[src/rtl/adc_acq_scheduler.sv]
// adc_acq_scheduler
// Shares one SAR ADC between the EMG acquisition path and the BioZ readout
// path. Each conversion runs grant -> start pulse -> fixed conversion window
// -> capture -> ack. EMG requests are held off while stimulation is active
// and for a settling tail afterwards.
//
// Build option: define ACQ_STIM_BLANK_EN to enable stimulation blanking.
// Without it stim_active is ignored and blank/data_blanked stay 0.

module adc_acq_scheduler #(
   parameter int ADC_BITS    = 10,
   parameter int CONV_CYCLES = 13,
   parameter int CH_W        = 4,
   parameter int BLANK_TAIL  = 20
) (
   input  logic                clk_ADC,
   input  logic                Resetn,
   input  logic                enable,
   input  logic                req_emg,
   input  logic [CH_W-1:0]     ch_emg,
   input  logic                req_bioz,
   input  logic                stim_active,
   input  logic [ADC_BITS-1:0] adc_dout,
   output logic                adc_en,
   output logic                adc_start,
   output logic                adc_src,
   output logic [CH_W-1:0]     adc_ch,
   output logic                ack_emg,
   output logic                ack_bioz,
   output logic [ADC_BITS-1:0] data_out,
   output logic                data_blanked,
   output logic                blank
);

   localparam int CNT_W  = $clog2(CONV_CYCLES + 1);
   localparam int TAIL_W = (BLANK_TAIL > 0) ? $clog2(BLANK_TAIL + 1) : 1;

   localparam logic SRC_EMG  = 1'b0;
   localparam logic SRC_BIOZ = 1'b1;

   typedef enum logic [1:0] {
      IDLE  = 2'd0,
      START = 2'd1,
      CONV  = 2'd2,
      DONE  = 2'd3
   } state_t;

   state_t state, state_nxt;

   // Internal registers
   logic [CNT_W-1:0]    conv_cnt, conv_cnt_nxt;
   logic [TAIL_W-1:0]   tail_cnt, tail_nxt;
   logic                last_src, last_src_nxt;
   logic                blank_seen, blank_seen_nxt;
   logic                mask_vld, mask_vld_nxt;
   logic                blank_nxt;

   // Next values of the registered outputs
   logic                adc_start_nxt;
   logic                adc_src_nxt;
   logic [CH_W-1:0]     adc_ch_nxt;
   logic                ack_emg_nxt;
   logic                ack_bioz_nxt;
   logic [ADC_BITS-1:0] data_out_nxt;
   logic                data_blanked_nxt;

   // Arbitration helpers
   logic                emg_elig;
   logic                bioz_elig;
   logic                pick_bioz;

`ifdef ACQ_STIM_BLANK_EN
   // Blanking window: held while stimulating, then a reloadable settling tail
   always_comb begin
      blank_nxt = 1'b0;
      tail_nxt  = tail_cnt;
      if (stim_active) begin
         blank_nxt = 1'b1;
         tail_nxt  = TAIL_W'(BLANK_TAIL);
      end else if (tail_cnt != '0) begin
         blank_nxt = 1'b1;
         tail_nxt  = tail_cnt - TAIL_W'(1);
      end
   end
`else
   logic unused_stim;
   assign unused_stim = stim_active;
   assign blank_nxt   = 1'b0;
   assign tail_nxt    = '0;
`endif

   // Request eligibility; the source acked last is masked for one IDLE cycle
   // because its requester only drops the level one cycle after the ack
   always_comb begin
      emg_elig  = req_emg & ~blank & ~(mask_vld & (adc_src == SRC_EMG));
      bioz_elig = req_bioz & ~(mask_vld & (adc_src == SRC_BIOZ));
      pick_bioz = bioz_elig & (~emg_elig | (last_src == SRC_EMG));
   end

   // Sequencer next-state and registered-output next values
   always_comb begin
      state_nxt        = state;
      adc_start_nxt    = 1'b0;
      adc_src_nxt      = adc_src;
      adc_ch_nxt       = adc_ch;
      ack_emg_nxt      = 1'b0;
      ack_bioz_nxt     = 1'b0;
      data_out_nxt     = data_out;
      data_blanked_nxt = data_blanked;
      conv_cnt_nxt     = conv_cnt;
      blank_seen_nxt   = blank_seen;
      last_src_nxt     = last_src;
      mask_vld_nxt     = 1'b0;

      case (state)
         IDLE: begin
            if (enable && (emg_elig || bioz_elig)) begin
               adc_src_nxt    = pick_bioz;
               adc_ch_nxt     = pick_bioz ? '0 : ch_emg;
               last_src_nxt   = pick_bioz;
               adc_start_nxt  = 1'b1;
               blank_seen_nxt = 1'b0;
               state_nxt      = START;
            end
         end

         START: begin
            if (!enable) begin
               state_nxt = IDLE;
            end else begin
               conv_cnt_nxt   = CNT_W'(CONV_CYCLES - 1);
               blank_seen_nxt = blank;
               state_nxt      = CONV;
            end
         end

         CONV: begin
            if (!enable) begin
               state_nxt = IDLE;
            end else if (conv_cnt == '0) begin
               data_out_nxt     = adc_dout;
               data_blanked_nxt = blank_seen | blank;
               ack_emg_nxt      = (adc_src == SRC_EMG);
               ack_bioz_nxt     = (adc_src == SRC_BIOZ);
               state_nxt        = DONE;
            end else begin
               conv_cnt_nxt   = conv_cnt - CNT_W'(1);
               blank_seen_nxt = blank_seen | blank;
            end
         end

         DONE: begin
            mask_vld_nxt = 1'b1;
            state_nxt    = IDLE;
         end

         default: begin
            state_nxt = IDLE;
         end
      endcase
   end

   // FSM state register
   always_ff @(posedge clk_ADC) begin
      if (!Resetn) begin
         state <= IDLE;
      end else begin
         state <= state_nxt;
      end
   end

   // Output, counter and bookkeeping registers
   always_ff @(posedge clk_ADC) begin
      if (!Resetn) begin
         adc_en       <= 1'b0;
         adc_start    <= 1'b0;
         adc_src      <= 1'b0;
         adc_ch       <= '0;
         ack_emg      <= 1'b0;
         ack_bioz     <= 1'b0;
         data_out     <= '0;
         data_blanked <= 1'b0;
         blank        <= 1'b0;
         conv_cnt     <= '0;
         tail_cnt     <= '0;
         last_src     <= SRC_BIOZ;
         blank_seen   <= 1'b0;
         mask_vld     <= 1'b0;
      end else begin
         adc_en       <= enable;
         adc_start    <= adc_start_nxt;
         adc_src      <= adc_src_nxt;
         adc_ch       <= adc_ch_nxt;
         ack_emg      <= ack_emg_nxt;
         ack_bioz     <= ack_bioz_nxt;
         data_out     <= data_out_nxt;
         data_blanked <= data_blanked_nxt;
         blank        <= blank_nxt;
         conv_cnt     <= conv_cnt_nxt;
         tail_cnt     <= tail_nxt;
         last_src     <= last_src_nxt;
         blank_seen   <= blank_seen_nxt;
         mask_vld     <= mask_vld_nxt;
      end
   end

endmodule

[config.mk]
export PLATFORM = sky130hd
export DESIGN_NAME = adc_acq_scheduler
export DESIGN_NICKNAME = d
export VERILOG_FILES = /design/src/rtl/adc_acq_scheduler.sv
export SDC_FILE = /design/constraint.sdc
export NUM_CORES = 1
export LEC_CHECK = 0
export ABC_AREA = 1
export BUFFER_PORTS_ARGS = -buffer_cell sky130_fd_sc_hd__buf_4
export CAP_MARGIN = 15
export CORE_AREA = 3 3 62 64
export CTS_CLUSTER_DIAMETER = 120
export DETAILED_ROUTE_END_ITERATION = 7
export DIE_AREA = 0 0 65 67
export HOLD_SLACK_MARGIN = 0.05
export SKIP_CTS_REPAIR_TIMING = 1
export SYNTH_ARGS = -nofsm -noshare
export SYNTH_HDL_FRONTEND = slang
export SYNTH_SLANG_ARGS = --single-unit
export TNS_END_PERCENT = 1
[constraint.sdc]
create_clock -name clk_ADC -period 1.2 [get_ports clk_ADC]
set_input_delay 0.24 -clock clk_ADC [delete_from_list [all_inputs] [get_ports clk_ADC]]
set_output_delay 0.24 -clock clk_ADC [all_outputs]
set_load 0.01 [all_outputs]
==> results.py <==
metrics = {
    "timing": {
        "finClkSkew_ps": 11.3,
        "worst_slack_ps": -36.0,
        "fmax_mhz": 809,
        "period_minus_slack_ps": 1240,
        "finalSetupViolCount": 9,
        "finalSetupTns_ps": -122,
        "hold_violations": 0,
        "period_share_pct": 103,
        "slew_viol_final": 0,
        "rsz0062_at_grt": "true",
    },
    "hold_path": {
        "hold_path_class": "input port to register",
        "holdCritStartpoint": "adc_dout[1]",
    },
    "clocking": {
        "clockBufferDepth": 2,
        "cts_buffers": 3,
        "cts_tree": "built",
        "htree_levels": 1,
        "clk_latency_ps": 340,
        "cts.reportedPaths.clkPinSlew_ps": 160,
        "cts_root_buf": "clkbuf_4",
        "cts_sinks": 27,
    },
    "route": {
        "vias_per_cell": 4.41,
        "vias": 1089,
        "ant_nets": 0,
        "drt_iter0_drc": 25,
        "wire_per_inst_um": 10.4,
        "first_pass_iters": 4,
        "wirelength_um": 2570,
        "drc": 0,
    },
    "worst_setup_path": {
        "path_class": "register to register",
        "slowest_stage": "dfxtp_2",
        "cpMostUsedCell": "nand2_4",
        "end_kind": "register",
        "path_max_fanout": 6,
        "arrival_ps": 1480,
        "cp_slowest_stage_delay_ps": 350,
        "cp.required_ps": 1440,
        "crit_start": "conv_cnt[1]",
        "crit_chain": "inv_2 > ha_4 > nand2_4 > nor2_4 > nand2_4 > buf_6 > o21ai_2 > nor2_1",
        "start_kind": "register",
        "reg2reg_from": "conv_cnt[1]",
    },
    "grt": {
        "grt-ovfl-total": 0,
        "grt_pass1_vias": 1000,
        "antenna_found_initial": 0,
        "grt_pass1_wl_um": 4250,
        "track_usage_pct": 12.5,
        "grt_max_degree": 21,
    },
    "yosys": {
        "ys_types": 19,
        "synthesis.instances": 150,
        "synth-seq-area-share_pct": 47.2,
        "netlist_area_um2": 1150,
        "ys_seq_elements": 27,
        "synth_common_cells": "32 x nor2_1, 27 x dfxtp_1, 25 x nand2_1",
        "synthTopCellsByArea": "dfxtp_1 47%, nor2_1 10%, o21ai_2 9.9%, nand2_1 8.2%, nand3_1 5.2%",
        "synth_largest_area_cell": "dfxtp_1",
        "synth_most_common_cell": "nor2_1",
        "synth_edf_count": 0,
        "synth_top_cell_area_share_pct": 47.2,
        "synthArstFlopShare_pct": 0,
        "synth_area_per_cell_um2": 7.64,
        "synth-warning-count": 0,
        "synthFlopType": "dfxtp_1",
    },
    "die": {
        "fp.dieH_um": 67,
        "design.die.area_um2": 4360,
        "start_util_pct": 34.3,
        "die_x_um": 65,
        "io_pins": 41,
        "core_um2": 3340,
        "fp-row-count": 21,
    },
    "finish": {
        "seqCellArea_um2": 546,
        "final.fill_count": 338,
        "instances_no_fill": 247,
        "diodes": 0,
        "multi_input_area_um2": 586,
        "fin_nets": 224,
        "drive_above_1_share_pct": 46.8,
        "areaGrowthSynthToFinish_pct": 46.8,
    },
    "placement": {
        "hpwl_um": 1980,
        "port_buffers": 37,
        "gp_congestion": 0.702,
        "dp_cells": 242,
    },
    "status": {
        "outcome": "finished with violations",
        "failed_checks": "negative setup slack",
    },
    "pwr": {
        "p_leak_nw": 0.789,
        "power_density_nw_per_um2": 1010,
        "vdd_drop_max_uv": 421,
    },
    "flow_run": {
        "maxCapViolations": 0,
    },
}
-- critical path: cells and delay by family, from the launching register on --
kind | cells | cell delay [ps]
AND/OR/NAND/NOR | 4 | 340
AO/OA/AOI/OAI | 1 | 100
flip-flops | 1 | 350
adder cells (fa/ha/maj) | 1 | 150
buffers and inverters | 2 | 210
-- registers in the layout, indices dropped and copies added (netlist names) --
name,cells
adc_en,1
mask_vld,1
adc_ch,4
adc_src,1
last_src,1
state,2
adc_start,1
ack_bioz,1
ack_emg,1
conv_cnt,4
data_out,10
-- routing by layer --
layer | vias to the layer above | track usage (%) | share of wire, %
met4 | 0 | 5.54 | 1.8
met2 | 25 | 21.1 | 49
li1 | 571 | - | -
met1 | 488 | 14.9 | 43
met3 | 5 | 3.20 | 5.7
met5 | - | 0 | 0
-- cell type report --
type                    count  share of cell area (%)
multi-input cells         103                    34.8
flip-flops and latches     27                    32.4
clock buffers               3                    1.34
clock inverters             1                   0.446
well taps                  46                    3.42
inverters                  16                    3.72
repair buffers             51                    23.9
-- cell families after synthesis --
logic type | count (synthesis) | synth area share (%)
and+or+nand+nor | 78 | 28.6
DFF | 27 | 47.2
AOI/OAI and AO/OA | 21 | 13.4
buffers and inverters | 21 | 8.30
adders and majority gates | 2 | 2.18
other | 1 | 0.327
-- placed cells by master (no fill, tap or decap) --
cell type / n
buf_4: 46
nor2_1: 30
dfxtp_1: 23
nand2_1: 22
o21ai_2: 13
nand3_1: 12
inv_1: 10
inv_2: 5
buf_6: 5
dfxtp_2: 4
nor2_2: 3
nand2_4: 3
nand2_2: 3
clkbuf_4: 3
nor2_4: 2
o21ai_0: 2
a21oi_2: 2
a21oi_1: 2
nor3_1: 2
conb_1: 2
inv_4: 1
o21ai_4: 1
nand4_1: 1
o21ai_1: 1
ha_4: 1
ha_2: 1
clkinvlp_4: 1
-- metrics by stage --
stage | util, % | setup slack, ps | hold slack, ps | power (mW) | instance area (µm²)
6_report | 50.4 | -36.0 | 114 | 1.69 | 1680
3_3_place_gp | 46.4 | -56.3 | 457 | 1.25 | 1550
3_5_place_dp | 46.4 | -86.1 | 475 | 1.26 | 1550
5_1_grt | 50.4 | -115 | 109 | 1.79 | 1680
2_1_floorplan | - | 10.1 | 370 | 1.13 | 1150
4_1_cts | 47.3 | -108 | 110 | 1.68 | 1580
-- where the power goes --
| part | switching (mW) | internal, mW |
|---|---|---|
| clock | 0.285 | 0.128 |
| combinational | 0.167 | 0.159 |
| sequential | 0.0212 | 0.933 |
-- final timing paths --
path                 end  slack, ps  depth (start not counted)
max          data_out[2]        -40                          8
min reg2reg  data_out[1]        490                          2
max reg2reg  data_out[2]        -40                          8
min          data_out[1]        110                          3
Note: power is estimated with default switching activity, not from simulation.
